===== config.mk =====
export PLATFORM = sky130hd
export DESIGN_NAME = tm1638_keyscan_flat
export DESIGN_NICKNAME = d
export VERILOG_FILES = /design/src/rtl/tm1638_keyscan_if.sv /design/src/rtl/tm1638_keyscan.sv /design/src/flat_wrapper.sv
export SDC_FILE = /design/constraint.sdc
export NUM_CORES = 1
export LEC_CHECK = 0
export CORE_MARGIN = 1.5
export CORE_UTILIZATION = 60
export CTS_CLUSTER_SIZE = 30
export DETAILED_ROUTE_END_ITERATION = 7
export PLACE_DENSITY_LB_ADDON = 0.15
export SYNTH_ARGS = -nofsm -noshare
export SYNTH_HDL_FRONTEND = slang
export SYNTH_SLANG_ARGS = --single-unit

===== constraint.sdc =====
create_clock -name clk -period 5.2 [get_ports clk]
set_input_delay 0.78 -clock clk [delete_from_list [all_inputs] [get_ports clk]]
set_output_delay 0.78 -clock clk [all_outputs]
set_load 0.05 [all_outputs]

===== src/rtl/tm1638_keyscan_if.sv =====
// Shared TM1638 serial bus plus the request/grant handshake with the display driver.
// The key-read engine takes the master side; the arbiter/pad wrapper takes the slave side.
interface tm1638_keyscan_if;
  logic bus_req;
  logic bus_gnt;
  logic tm_stb;
  logic tm_clk;
  logic dio_out;
  logic dio_oe;
  logic dio_in;

  modport master (
    output bus_req, tm_stb, tm_clk, dio_out, dio_oe,
    input  bus_gnt, dio_in
  );

  modport slave (
    input  bus_req, tm_stb, tm_clk, dio_out, dio_oe,
    output bus_gnt, dio_in
  );
endinterface


===== src/rtl/tm1638_keyscan.sv =====
// TM1638 key-read engine: periodic read-key command, 32-bit readback, key debounce and press pulses.
// Optional macro TM1638_KEYSCAN_DEBOUNCE_EN enables the stability counter; without it keys follow every scan.
//
// state    | meaning
// ---------+--------------------------------------------------------------
// S_IDLE   | scan timer counting down, bus released
// S_REQ    | bus_req high, waiting for bus_gnt
// S_STB_LO | STB asserted, one cycle before the first command bit
// S_CMD    | shifting out 0x42 LSB-first, two cycles per bit
// S_WAIT   | DIO released, Twait gap before the read clocks
// S_READ   | clocking in 32 bits LSB-first, two cycles per bit
// S_STB_HI | STB released, raw vector evaluated and keys updated
module tm1638_keyscan #(
  parameter int SCAN_DIV = 50,
  parameter int WAIT_CYC = 2,
  parameter int DEBOUNCE = 3
) (
  input  logic                 clk,
  input  logic                 rst,
  tm1638_keyscan_if.master     bus,
  output logic [7:0]           keys,
  output logic [7:0]           key_press,
  output logic                 busy
);

  typedef enum logic [2:0] {
    S_IDLE, S_REQ, S_STB_LO, S_CMD, S_WAIT, S_READ, S_STB_HI
  } state_t;

  localparam logic [7:0]  CMD_READ    = 8'h42;
  localparam logic [15:0] SCAN_RELOAD = 16'(SCAN_DIV - 1);
  localparam logic [15:0] WAIT_RELOAD = 16'(WAIT_CYC - 1);

  state_t      state_q, state_d;
  logic [15:0] cnt_q, cnt_d;
  logic [4:0]  bit_q, bit_d;
  logic        phase_q, phase_d;
  logic        capture;

  logic        stb_q, stb_d;
  logic        tclk_q, tclk_d;
  logic        dout_q, dout_d;
  logic        oe_q, oe_d;
  logic        req_q, req_d;

  logic [7:0]  raw_sh_q;
  logic [7:0]  keys_q, keys_d;
  logic [7:0]  press_q, press_d;

  always_comb begin
    state_d = state_q;
    cnt_d   = cnt_q;
    bit_d   = bit_q;
    phase_d = phase_q;
    capture = 1'b0;

    case (state_q)
      S_IDLE: begin
        if (cnt_q == 16'd0) state_d = S_REQ;
        else                cnt_d   = cnt_q - 16'd1;
      end
      S_REQ: begin
        if (bus.bus_gnt) state_d = S_STB_LO;
      end
      S_STB_LO: begin
        state_d = S_CMD;
        bit_d   = 5'd0;
        phase_d = 1'b0;
      end
      S_CMD: begin
        if (!phase_q) begin
          phase_d = 1'b1;
        end else begin
          phase_d = 1'b0;
          if (bit_q == 5'd7) begin
            state_d = S_WAIT;
            cnt_d   = WAIT_RELOAD;
          end else begin
            bit_d = bit_q + 5'd1;
          end
        end
      end
      S_WAIT: begin
        if (cnt_q == 16'd0) begin
          state_d = S_READ;
          bit_d   = 5'd0;
          phase_d = 1'b0;
        end else begin
          cnt_d = cnt_q - 16'd1;
        end
      end
      S_READ: begin
        if (!phase_q) begin
          phase_d = 1'b1;
        end else begin
          phase_d = 1'b0;
          capture = 1'b1;
          if (bit_q == 5'd31) state_d = S_STB_HI;
          else                bit_d   = bit_q + 5'd1;
        end
      end
      S_STB_HI: begin
        state_d = S_IDLE;
        cnt_d   = SCAN_RELOAD;
      end
      default: state_d = S_IDLE;
    endcase

    // Pin values are decoded from the next state so every bus output is a plain flop.
    stb_d  = 1'b1;
    tclk_d = 1'b1;
    dout_d = 1'b1;
    oe_d   = 1'b0;
    case (state_d)
      S_STB_LO: begin
        stb_d = 1'b0;
        oe_d  = 1'b1;
      end
      S_CMD: begin
        stb_d  = 1'b0;
        oe_d   = 1'b1;
        tclk_d = phase_d;
        dout_d = CMD_READ[bit_d[2:0]];
      end
      S_WAIT: stb_d = 1'b0;
      S_READ: begin
        stb_d  = 1'b0;
        tclk_d = phase_d;
      end
      default: ;
    endcase
    req_d = (state_d != S_IDLE);
  end

`ifdef TM1638_KEYSCAN_DEBOUNCE_EN
  localparam logic [3:0] DB_THR = 4'(DEBOUNCE);

  logic [3:0] stab_q, stab_d;
  logic [7:0] raw_prev_q;

  always_comb begin
    stab_d = stab_q;
    keys_d = keys_q;
    if (state_q == S_STB_HI) begin
      if (raw_sh_q == raw_prev_q) stab_d = (stab_q == 4'hF) ? stab_q : stab_q + 4'd1;
      else                        stab_d = 4'd1;
      if (stab_d >= DB_THR) keys_d = raw_sh_q;
    end
  end

  always_ff @(posedge clk) begin
    if (rst) begin
      stab_q     <= 4'd0;
      raw_prev_q <= 8'h00;
    end else if (state_q == S_STB_HI) begin
      stab_q     <= stab_d;
      raw_prev_q <= raw_sh_q;
    end
  end
`else
  logic [3:0] unused_debounce;
  assign unused_debounce = 4'(DEBOUNCE);

  always_comb begin
    keys_d = keys_q;
    if (state_q == S_STB_HI) keys_d = raw_sh_q;
  end
`endif

  always_comb begin
    press_d = 8'h00;
    if (state_q == S_STB_HI) press_d = keys_d & ~keys_q;
  end

  always_ff @(posedge clk) begin
    if (rst) begin
      state_q  <= S_IDLE;
      cnt_q    <= SCAN_RELOAD;
      bit_q    <= 5'd0;
      phase_q  <= 1'b0;
      stb_q    <= 1'b1;
      tclk_q   <= 1'b1;
      dout_q   <= 1'b1;
      oe_q     <= 1'b0;
      req_q    <= 1'b0;
      raw_sh_q <= 8'h00;
      keys_q   <= 8'h00;
      press_q  <= 8'h00;
    end else begin
      state_q <= state_d;
      cnt_q   <= cnt_d;
      bit_q   <= bit_d;
      phase_q <= phase_d;
      stb_q   <= stb_d;
      tclk_q  <= tclk_d;
      dout_q  <= dout_d;
      oe_q    <= oe_d;
      req_q   <= req_d;
      keys_q  <= keys_d;
      press_q <= press_d;
      // Only bit0 and bit4 of each scan byte carry a key: raw[2i] = byte i bit0, raw[2i+1] = bit4.
      if (capture && (bit_q[1:0] == 2'b00)) raw_sh_q[{bit_q[4:3], bit_q[2]}] <= bus.dio_in;
    end
  end

  assign bus.bus_req = req_q;
  assign bus.tm_stb  = stb_q;
  assign bus.tm_clk  = tclk_q;
  assign bus.dio_out = dout_q;
  assign bus.dio_oe  = oe_q;
  assign busy        = req_q;
  assign keys        = keys_q;
  assign key_press   = press_q;

endmodule

===== src/flat_wrapper.sv =====
// flat-port wrapper written by rule: the top's interface ports become plain ports
module tm1638_keyscan_flat 
#(
  parameter int SCAN_DIV = 50,
  parameter int WAIT_CYC = 2,
  parameter int DEBOUNCE = 3
)
  (clk, rst, keys, key_press, busy, bus_bus_req, bus_tm_stb, bus_tm_clk, bus_dio_out, bus_dio_oe, bus_bus_gnt, bus_dio_in);
  tm1638_keyscan_if bus_i ();
  input  logic clk;
  input  logic rst;
  output logic [7:0] keys;
  output logic [7:0] key_press;
  output logic busy;
  output wire logic [$bits(bus_i.bus_req)-1:0] bus_bus_req;
  output wire logic [$bits(bus_i.tm_stb)-1:0] bus_tm_stb;
  output wire logic [$bits(bus_i.tm_clk)-1:0] bus_tm_clk;
  output wire logic [$bits(bus_i.dio_out)-1:0] bus_dio_out;
  output wire logic [$bits(bus_i.dio_oe)-1:0] bus_dio_oe;
  input wire logic [$bits(bus_i.bus_gnt)-1:0] bus_bus_gnt;
  input wire logic [$bits(bus_i.dio_in)-1:0] bus_dio_in;
  assign bus_bus_req = bus_i.bus_req;
  assign bus_tm_stb = bus_i.tm_stb;
  assign bus_tm_clk = bus_i.tm_clk;
  assign bus_dio_out = bus_i.dio_out;
  assign bus_dio_oe = bus_i.dio_oe;
  assign bus_i.bus_gnt = bus_bus_gnt;
  assign bus_i.dio_in = bus_dio_in;
  tm1638_keyscan #(.SCAN_DIV(SCAN_DIV), .WAIT_CYC(WAIT_CYC), .DEBOUNCE(DEBOUNCE)) u_core (.clk(clk), .rst(rst), .bus(bus_i), .keys(keys), .key_press(key_press), .busy(busy));
endmodule

==> reports/metrics.cfg <==
[drt]
drc=0
routed_via_density=5.780
wirelength_mm=5.083
drtIter0Drc=169
wl_per_cell_um=13.81
first_pass_iters=4
vias=2127
ant_nets=0

[sta]
fin_crit_sh_pct=49.53
max_slew_margin_pct=45.48
period_minus_slack_ns=2.575
rsz0062_at_grt=false
skew_ns=0.01330
setup_viol=0
finalHoldViolCount=0
slew_viol_final=0
worst_pin_slew_ns=0.8178
clock.fmax_mhz=388.3
fin_setup_tns_ns=0

[logic_synthesis]
async_flop_share_pct=0
yosysTopAreaCell=dfxtp_1
synthesis.area_um2=2616
synthDistinctLibCells=51
synthFlopType=dfxtp_1
yosysWarnings=0
netlist_instances=301
syn_nets=310
yosysSeqAreaShare_pct=41.32
synth_edf_count=0
synth_seq_cells=54
syn_avg_cell_area_um2=8.692
synth_top_area_share_pct=41.32
synth.top_cells.by_area=dfxtp_1 41%, nand2_1 5.5%, nor2_1 5.0%

[cells_and_area]
layout-drive-gt1-share_pct=8.176
antenna_cells=0
syn2layout_area_growth_pct=12.82
finalInstanceArea_um2=2952
fillCellCount=338
fin_nets=326
layout_commonest_cell=dfxtp_1
stdcell_count=368
final_cell_mix=54 x dfxtp_1, 38 x nand2_1, 35 x nor2_1

[job]
drv_cap=0

[critical_path]
reg2reg_slack_ns=2.62
cp_top_family=simple AND/OR/NAND/NOR gates
critPathKind=register to register
crit_arrival_ns=2.77
crit_chain=nor2b_1 > nor2_1 > o22ai_1 > buf_4 > nor4_1 > xnor2_1 > nor2_1
required_ns=5.39
path_max_fanout=18
startpoint_type=register
critPathMaxStageDelay_ns=0.64
cp_num_cells=7
reg2reg_depth=7
crit_buf_inv=1
crit_top_cell=nor2_1
r2r_start=u_core.state_q[1]$_SDFF_PP0_
crit_slowest_cell=o22ai_1
crit_path_end_kind=register
reg2reg_to=u_core.cnt_q[14]$_SDFFE_PP0P_

[pwr]
ir_worst_vdd_mv=0.2319
p_per_area_nw_per_um2=241.4
p_leak_nw=0.9916

[global_routing]
grt_pass1_wl_mm=8.818
grt_pass1_vias=1900
grt_max_degree=33
grt_use_total_pct=22.41
overflow=0
grt_antenna_before_repair=0

[cts]
postCtsSetupRepairBufs=0
ctsResizeCount=0
cts_tree=done
cts.path.max_buffers=2
worst_skew_pair.late_latency_ns=0.32
h-tree-depth=2
cts_sinks=54
ctsHoldBuffers=0
path_clk_slew_ns=0.11
cts-root-buf=clkbuf_8
cts_buffers=5

[die]
rows=23
start_util_pct=64.02
die_h_um=69.04
io_pins=26
die_w_um=69.04
dieArea_um2=4766
core-area_um2=4086

[placement]
portBuffers=25
gp_congestion=0.8279
place_area_um2=2858
place_inst=360
hpwlAfterDp_mm=3.457

[hold_path]
hold_path_startpoint=u_core.keys[7]$_SDFF_PP0_
hold_class=register to register
hold_path_depth=1
hold_path_end=u_core.key_press[7]$_SDFF_PP0_

[run_status]
status=finished, final reports clean

[worst max-delay path by stage]
stage / from / endpoint / slack, ns
3_3_place_gp: u_core.state_q[1]$_SDFF_PP0_ / u_core.cnt_q[7]$_SDFFE_PP0P_ / 2.78
2_1_floorplan: u_core.bit_q[0]$_SDFF_PP0_ / u_core.bit_q[4]$_SDFFE_PP0P_ / 2.99
5_1_grt: u_core.state_q[1]$_SDFF_PP0_ / u_core.cnt_q[7]$_SDFFE_PP0P_ / 2.36
3_5_place_dp: u_core.state_q[1]$_SDFF_PP0_ / u_core.cnt_q[14]$_SDFFE_PP0P_ / 2.65
6_report: u_core.state_q[1]$_SDFF_PP0_ / u_core.cnt_q[14]$_SDFFE_PP0P_ / 2.62
4_1_cts: u_core.state_q[1]$_SDFF_PP0_ / u_core.cnt_q[14]$_SDFFE_PP0P_ / 2.67
[flip-flops by register name, summed over array words and instances (netlist names)]
| signal | count |
|---|---|
| u_core.bit_q | 5 |
| u_core.bus.bus_req | 1 |
| u_core.bus.dio_oe | 1 |
| u_core.bus.dio_out | 1 |
| u_core.bus.tm_clk | 1 |
| u_core.bus.tm_stb | 1 |
| u_core.cnt_q | 16 |
| u_core.key_press | 8 |
| u_core.keys | 8 |
| u_core.phase_q | 1 |
| u_core.raw_sh_q | 8 |
| u_core.state_q | 3 |
[power breakdown]
part,switching [W],internal [W],leakage (nW)
sequential,0.00000823,0.000420,0.436
combinational,0.0000241,0.0000184,0.511
clock,0.000145,0.0000974,0.0447
total,0.000177,0.000536,0.992
[cells in the mapped netlist, drive strengths merged (3+ instances only)]
cell,instances
clkbuf,9
buf,9
o21ai,8
a21oi,23
dfxtp,54
nor2,35
mux2i,8
nand3b,4
inv,5
nand2b,5
or3,7
ha,5
nor4,10
nand2,38
nand3,8
and2,3
nor3,8
or2,3
nor3b,11
xnor2,12
nor2b,6
[routing by layer]
layer / vias to the layer above / global-route usage [%] / routed length [um]
met3: 9 / 5.263 / 209
met5: - / 0 / 0
met1: 999 / 31.60 / 2493
li1: 1079 / - / -
met4: 0 / 7.190 / 82
met2: 40 / 33.97 / 2298
[kinds of logic (layout without fill, tap and decap cells)]
kind of cell,Yosys count,after routing,synth area share (%)
XOR/XNOR,12,12,4.017
AND/OR/NAND/NOR,151,151,33.38
flip-flops,54,54,41.32
AO/OA/AOI/OAI,48,48,11.81
buffers and inverters,23,40,4.017
adder cells (fa/ha/maj),5,5,2.391
multiplexers,8,8,3.061
[per-stage QoR]
step / hold slack [ns] / setup slack [ns] / utilization (%) / total power, W
after floorplan: 0.4395 / 2.995 / - / 0.0004689
after global placement: 0.4311 / 2.781 / 69.93 / 0.0004790
after detailed placement: 0.4370 / 2.653 / 69.93 / 0.0004797
after CTS: 0.4577 / 2.666 / 72.23 / 0.0007195
after global routing: 0.4792 / 2.364 / 72.23 / 0.0007424
final: 0.4487 / 2.625 / 72.23 / 0.0007126
[worst register-to-register path: stages (launching register included)]
cell,delay (ns)
dfxtp_1,0.63
nor2b_1,0.47
nor2_1,0.11
o22ai_1,0.64
buf_4,0.32
nor4_1,0.09
xnor2_1,0.15
nor2_1,0.05
[final cells by class]
| type | count | area (um2) | share of cell area (%) |
|---|---|---|---|
| multi-input cells | 224 | 1430 | 48.45 |
| flip-flops and latches | 54 | 1081 | 36.63 |
| well taps | 50 | 62.56 | 2.120 |
| inverters | 5 | 18.77 | 0.6359 |
| repair buffers | 27 | 265.3 | 8.987 |
| clock inverters | 3 | 25.02 | 0.8478 |
| clock buffers | 5 | 68.82 | 2.331 |
Note: power is estimated with default switching activity, not from simulation.
